### src/rtl/div16_seq.sv
// div16_seq: sequencer that runs unsigned 16-bit restoring division on an
// external shared add/subtract datapath, one quotient bit per clock.
// A start accepted while ready captures the operands; 16 CALC cycles later
// the result is loaded and done pulses for one cycle in DONE.
// Divide-by-zero skips CALC and reports quotient=all-ones,
// remainder=dividend and div_zero=1.

module div16_seq #(
  parameter int WIDTH = 16,
  parameter int CNT_W = 5
) (
  input  logic             clk,
  input  logic             reset,
  input  logic             start,
  input  logic [WIDTH-1:0] dividend,
  input  logic [WIDTH-1:0] divisor,
  output logic             ready,
  output logic             busy,
  output logic             done,
  output logic [WIDTH-1:0] quotient,
  output logic [WIDTH-1:0] remainder,
  output logic             div_zero,
  output logic             add_en,
  output logic [WIDTH-1:0] add_a,
  output logic [WIDTH-1:0] add_b,
  output logic             add_sub,
  input  logic [WIDTH-1:0] add_sum,
  input  logic             add_cout
);

  typedef enum logic [1:0] {
    IDLE = 2'd0,
    CALC = 2'd1,
    DONE = 2'd2
  } state_t;

  // Counter value during the 16th (final) iteration.
  localparam logic [CNT_W-1:0] LAST_ITER = CNT_W'(WIDTH - 1);

  state_t           state;
  logic [WIDTH-1:0] r_q;      // partial remainder
  logic [WIDTH-1:0] q_q;      // dividend bits shifting out, quotient bits shifting in
  logic [WIDTH-1:0] d_q;      // captured divisor
  logic [CNT_W-1:0] cnt;      // iteration index within CALC

  logic [WIDTH-1:0] shifted;  // low bits of (R << 1) | next dividend bit
  logic             take;     // this iteration produces a quotient 1
  logic [WIDTH-1:0] r_next;
  logic [WIDTH-1:0] q_next;
  logic             in_calc;

  assign in_calc = (state == CALC);
  assign shifted = {r_q[WIDTH-2:0], q_q[WIDTH-1]};

  // Adder drive and next-iteration values, decoded from registered state.
  always_comb begin
    // NOTE: every signal assigned in this block gets a default first, so no
    // path leaves a value unassigned and no latch can be inferred.
    add_en  = 1'b0;
    add_sub = 1'b0;
    add_a   = '0;
    add_b   = '0;
    if (in_calc) begin
      add_en  = 1'b1;
      add_sub = 1'b1;
      add_a   = shifted;
      add_b   = d_q;
    end
    // R[15] set means the shifted remainder is >= 2^16 and so exceeds D, even
    // though the 16-bit subtract reports a borrow. The true difference is
    // still below D, so the 16-bit add_sum holds it exactly.
    take   = add_cout | r_q[WIDTH-1];
    r_next = take ? add_sum : shifted;
    q_next = {q_q[WIDTH-2:0], take};
  end

  // Control FSM, iteration registers and registered result/status outputs.
  always_ff @(posedge clk) begin
    // NOTE: sequential state is written with non-blocking assignments so every
    // register samples the pre-edge values, regardless of statement order.
    if (reset) begin
      // NOTE: every register here is a flop, not a memory array, so all of
      // them are cleared; a reset mid-CALC therefore exposes no partial result.
      state     <= IDLE;
      ready     <= 1'b1;
      busy      <= 1'b0;
      done      <= 1'b0;
      quotient  <= '0;
      remainder <= '0;
      div_zero  <= 1'b0;
      r_q       <= '0;
      q_q       <= '0;
      d_q       <= '0;
      cnt       <= '0;
    end else begin
      done <= 1'b0;
      case (state)
        IDLE, DONE: begin
          // ready is high in both states, so start alone means acceptance.
          if (start) begin
            q_q      <= dividend;
            d_q      <= divisor;
            r_q      <= '0;
            cnt      <= '0;
            div_zero <= 1'b0;
            if (divisor == '0) begin
              state     <= DONE;
              ready     <= 1'b1;
              busy      <= 1'b0;
              done      <= 1'b1;
              quotient  <= '1;
              remainder <= dividend;
              div_zero  <= 1'b1;
            end else begin
              state <= CALC;
              ready <= 1'b0;
              busy  <= 1'b1;
            end
          end else begin
            state <= IDLE;
            ready <= 1'b1;
            busy  <= 1'b0;
          end
        end

        CALC: begin
          r_q <= r_next;
          q_q <= q_next;
          cnt <= cnt + 1'b1;
          if (cnt == LAST_ITER) begin
            quotient  <= q_next;
            remainder <= r_next;
            state     <= DONE;
            ready     <= 1'b1;
            busy      <= 1'b0;
            done      <= 1'b1;
          end
        end

        default: begin
          state <= IDLE;
          ready <= 1'b1;
          busy  <= 1'b0;
        end
      endcase
    end
  end

endmodule
### config.mk
export PLATFORM = sky130hd
export DESIGN_NAME = div16_seq
export DESIGN_NICKNAME = d
export VERILOG_FILES = /design/src/rtl/div16_seq.sv
export SDC_FILE = /design/constraint.sdc
export NUM_CORES = 1
export LEC_CHECK = 0
export CAP_MARGIN = 20
export CORE_MARGIN = 2
export CORE_UTILIZATION = 47
export DETAILED_ROUTE_END_ITERATION = 6
export PLACE_DENSITY = 0.86
export SETUP_SLACK_MARGIN = 0.2
export SYNTH_ARGS = -nofsm -noshare
export SYNTH_HDL_FRONTEND = slang
export SYNTH_SLANG_ARGS = --single-unit
export TNS_END_PERCENT = 20
### constraint.sdc
create_clock -name clk -period 2.54 [get_ports clk]
set_input_delay 0.508 -clock clk [delete_from_list [all_inputs] [get_ports clk]]
set_output_delay 0.508 -clock clk [all_outputs]
set_load 0.05 [all_outputs]
### Yosys cells after proc, flatten, opt, wreduce, memory -nomap -nowiden

Cells that the tools add are included.

| operators by class | value |
|---|---|
| equality and inequality tests | 6 |
| reductions and logical operators | 7 |
| bitwise operators | 1 |
| $add $sub $neg | 1 |
| multiplexer cells | 33 |

Operators with widths:

| operator | count |
|---|---|
| two-way mux 16 bit | 11 |
| one-hot mux 16 bit (2 select lines) | 4 |
| zero test 16 bit | 1 |
| one-hot mux 5 bit (2 select lines) | 1 |
| two-way mux 1 bit | 9 |
| two-way mux 2 bit | 3 |
| one-hot mux 1 bit (2 select lines) | 3 |
| adder 5 x 1 -> 5 bit, second input constant | 1 |
| equality test 5 x 4 -> 1 bit, second input constant | 1 |
| two-way mux 5 bit | 1 |
| != test 2 bit, second input constant | 2 |
| one-hot mux 2 bit (2 select lines) | 1 |
| AND reduction 2 bit | 2 |
| AND reduction 4 bit | 1 |
| equality test 2 x 1 -> 1 bit, second input constant | 1 |
| equality test 2 bit, second input constant | 1 |
| zero test 2 bit | 1 |
| != test 2 x 1 -> 1 bit, second input constant | 1 |
| nonzero test 2 bit | 1 |
| OR reduction 2 bit | 1 |
| OR 1 bit | 1 |

| storage, ports and cells | value |
|---|---|
| output and inout bits | 70 |
| register bits after elaboration | 91 |

### Longest topological paths before layout

| logic depth | value |
|---|---|
| word-level depth | 4 |
| mapped depth | 8 |

### Least setup slack after synthesis

No wires, ideal clock.

| path | value |
|---|---|
| path kind | register -> output |
| start | register state[1] |
| end | output port add_a[0] |
| cell stages (with the launch flop) | 7 |
| arrival time | 1871 ps |
| setup slack | 161 ps |
| path buffers | 3 |
| cell sequence | dfxtp_1 -> nand2b_1 -> buf_2 -> inv_2 -> buf_4 -> clkbuf_1 -> and2_1 |

| between the ends | value |
|---|---|
| longest elaborated chain between the ends | 2 |

RTL lines:

| item | RTL line | text |
|---|---|---|
| start: declaration | 40 | `state_t state;` |
| start signal: assignment | 84 | `state <= IDLE;` |
| start signal: assignment | 107 | `state <= DONE;` |
| start signal: assignment | 115 | `state <= CALC;` |
| equality test 2 x 1 -> 1 bit | 52 | `assign in_calc = (state == CALC);` |
| two-way mux 16 bit | 63 | `if (in_calc) begin` |
| end: declaration | 24 | `output logic [WIDTH-1:0] add_a,` |

No other way between the ends.

### Worst setup path in the final report

| path | value |
|---|---|
| start | register state[0] |
| end | output port add_b[9] |

| between the ends | value |
|---|---|
| longest elaborated chain between the ends | 2 |

RTL lines:

| item | RTL line | text |
|---|---|---|
| equality test 2 x 1 -> 1 bit | 52 |  |
| two-way mux 16 bit | 63 |  |
| end: declaration | 25 | `output logic [WIDTH-1:0] add_b,` |

No other way between the ends.

==> flow_summary.toml <==
[timing]
fin_crit_sh_pct = 82.9
finalWorstPathRequiredPeriod_ns = 2.11
timing.slew.headroom_pct = 55.5
worst_pin_slew_ns = 0.667
setup_total_negative_slack_ns = 0
worst_clock_skew_ns = 0.00843
maxSlewViolCount = 0
clock.fmax_mhz = 475
timing.final.setup_violations = 0
report.final.hold_viol_count = 0
rsz0062_at_grt = "false"

[synthesis]
synthDominantAreaCellType = "dfxtp_1"
synth_top_cells_by_count = "dfxtp_1 (91), nand2_1 (76), nor2_1 (43), and2_1 (41), mux2i_1 (24)"
async_flop_share_pct = 0
postSynthRegisterBits = 91
mappedNetlistNets = 504
netlist.area_leader.share_pct = 45.0
postSynth.topFlopCell = "dfxtp_1"
synth_most_common_cell = "dfxtp_1"
yosysWarnings = 0
synth-edff-count = 0
syn-instance-count = 450
post_synth_instance_area_um2 = 4050
synthesis.area_per_instance_um2 = 9.00
synthTopCellsByArea = "dfxtp_1 (45%), nand2_1 (7.0%), and2_1 (6.3%)"
synth.distinct_cells = 42
seq_area_frac_synth_pct = 45.0

[cts]
hold_buffer_count_at_cts = 0
cts.root.buffer_cell = "clkbuf_8"
clock_sink_count = 91
tritoncts = "done"
cts.clk_slew.worst_paths_ns = 0.09
cts_buf_count = 9
ctsHtreeMaxLevel = 3
worst_skew_pair_latency_ns = 0.36
cts_post_setup_buffers_inserted = 0
cts_buffer_depth = 2
cts.repair.resized = 0

[setup_path]
critical_path.max_fanout = 25
type_of_the_worst_setup_path = "flop to output port"
startpoint_type = "flop"
setup_slack_of_the_worst_register_to_register_path_ns = 0.55
worstPathArrival_ns = 1.60
crit_path_end_kind = "output port"
cp_data_required_time_ns = 2.03

[final_layout]
n_antenna_cell = 0
drive_gt1_share_pct = 15.0
flow.area_growth_from_synthesis_pct = 37.7
non_filler_cells_final = 664
finalNetCount = 608
total_of_fill_cells_in_the_finished_design = 650

[floorplan]
start_util_pct = 48.8
chipWidth_um = 96.8
num_rows = 33
io_pins = 122
full_die_area_um2 = 9370
dieHeight_um = 96.8
design.core.area_um2 = 8300

[global_route]
grt_antenna_before_repair = 0
global_route_wire_length_before_repair_um = 17500
first_global_vias = 3508
globalRouteOverflowTotal = 0
grt_max_degree = 53
grt_use_total_pct = 22.5

[route]
via_to_cell_ratio = 5.52
drt_wl_total_um = 10700
first_iter_violations = 310
routedWlPerCell_um = 16.1
firstDrtPassIters = 5
route.detailed.drc = 0
detail-route-antenna-nets = 0
detailroute.via_count = 3668

[placed_design]
globalplace.congestion = 0.848
numPlacedInstances = 648
port_buffers = 121
place_hpwl_um = 7710

[run]
max-cap-violations = 0

[worst_hold_path]
worstHoldPathType = "flop to flop"

[status]
status = "finished, final reports clean"

[pwr]
irDropWorstVdd_mv = 0.267
p_leak_nw = 2.21
pwrdens_nw_per_um2 = 542
metrics by stage:
step                utilization, %  hold slack (ns)  setup slack [ns]  area (um^2)  power (mW)
floorplan                        -            0.432             0.466         4050        1.85
global placement              64.8            0.438             0.248         5380        2.04
detailed placement            64.8            0.443             0.193         5380        2.06
CTS                           67.2            0.455             0.427         5580        3.03
global route                  67.2            0.467             0.349         5580        3.15
finish                        67.2            0.452             0.435         5580        3.02
where the power goes:
part | total, mW | leakage, nW | internal, mW | switching [mW]
Clock | 0.995 | 0.0962 | 0.462 | 0.533
Sequential | 1.52 | 0.741 | 1.48 | 0.0403
Combinational | 0.506 | 1.37 | 0.220 | 0.286
Total | 3.02 | 2.21 | 2.16 | 0.859
final timing paths:
path,from,depth (start not counted),end
hold reg to reg,d_q[11]$_SDFFE_PP0P_,2,d_q[11]$_SDFFE_PP0P_
setup / recovery,state[0]$_SDFFE_PP0P_,5,add_b[9]
hold / removal,d_q[11]$_SDFFE_PP0P_,2,d_q[11]$_SDFFE_PP0P_
setup reg to reg,cnt[0]$_SDFFE_PP0P_,7,remainder[11]$_SDFFE_PP0P_
kinds of logic (layout without fill, tap and decap cells):
group | Yosys count | in the layout | synth area share [%]
flops | 91 | 91 | 45.0
mux | 31 | 31 | 7.88
buf+inv | 46 | 155 | 5.90
fa+ha+maj | 2 | 2 | 0.618
simple gates | 176 | 176 | 20.1
compound gates | 104 | 104 | 20.5
final cells by class:
cell class / count / area [um^2] / area share (%)
Multi-Input combinational cell: 313 / 1990 / 35.7
Timing Repair Buffer: 136 / 1420 / 25.5
Clock inverter: 7 / 76.3 / 1.37
Clock buffer: 9 / 124 / 2.22
Tap cell: 105 / 131 / 2.36
Inverter: 3 / 11.3 / 0.202
Sequential cell: 91 / 1820 / 32.7
routing by layer:
metal  global-route usage, %  share of wire, %
met1                    31.7                45
met2                    35.8                47
met3                    3.11               5.6
met4                    7.48               2.0
met5                       0                 0
critical path, stage by stage, from the launching register on:
cell and delay (ns):
dfxtp_1 0.37, nand2b_1 0.10, inv_2 0.09, buf_4 0.28, and2_1 0.20, buf_4 0.20
cells in the final DEF (no fill, tap or decap), drive strengths merged:
master         count
and3               2
dfxtp             91
a21oi             23
o21a               3
nand3b             1
o31ai              7
a22oi              8
a21o               1
nor4               4
nand2b             3
o2bb2ai            8
nand4              2
buf               50
clkdlybuf4s50     86
nand2             76
o221a             15
clkinv             2
a31oi              1
bufinv             1
mux2               7
a211o              8
mux2i             24
a2111oi            1
nor3               1
clkinvlp           2
a311o              1
and2              41
or3                1
o2111ai            7
inv                5
nor2              44
nor2b              1
ha                 2
o21ai              5
a311oi            15
a22o               1
clkbuf             9
flip-flops by register name, summed over array words and instances (netlist names), 2 cells and up:
signal and flops:
cnt 5, d_q 16, q_q 16, quotient 16, r_q 16, remainder 16, state 2
No activity file was read; power rests on OpenSTA's default activity.
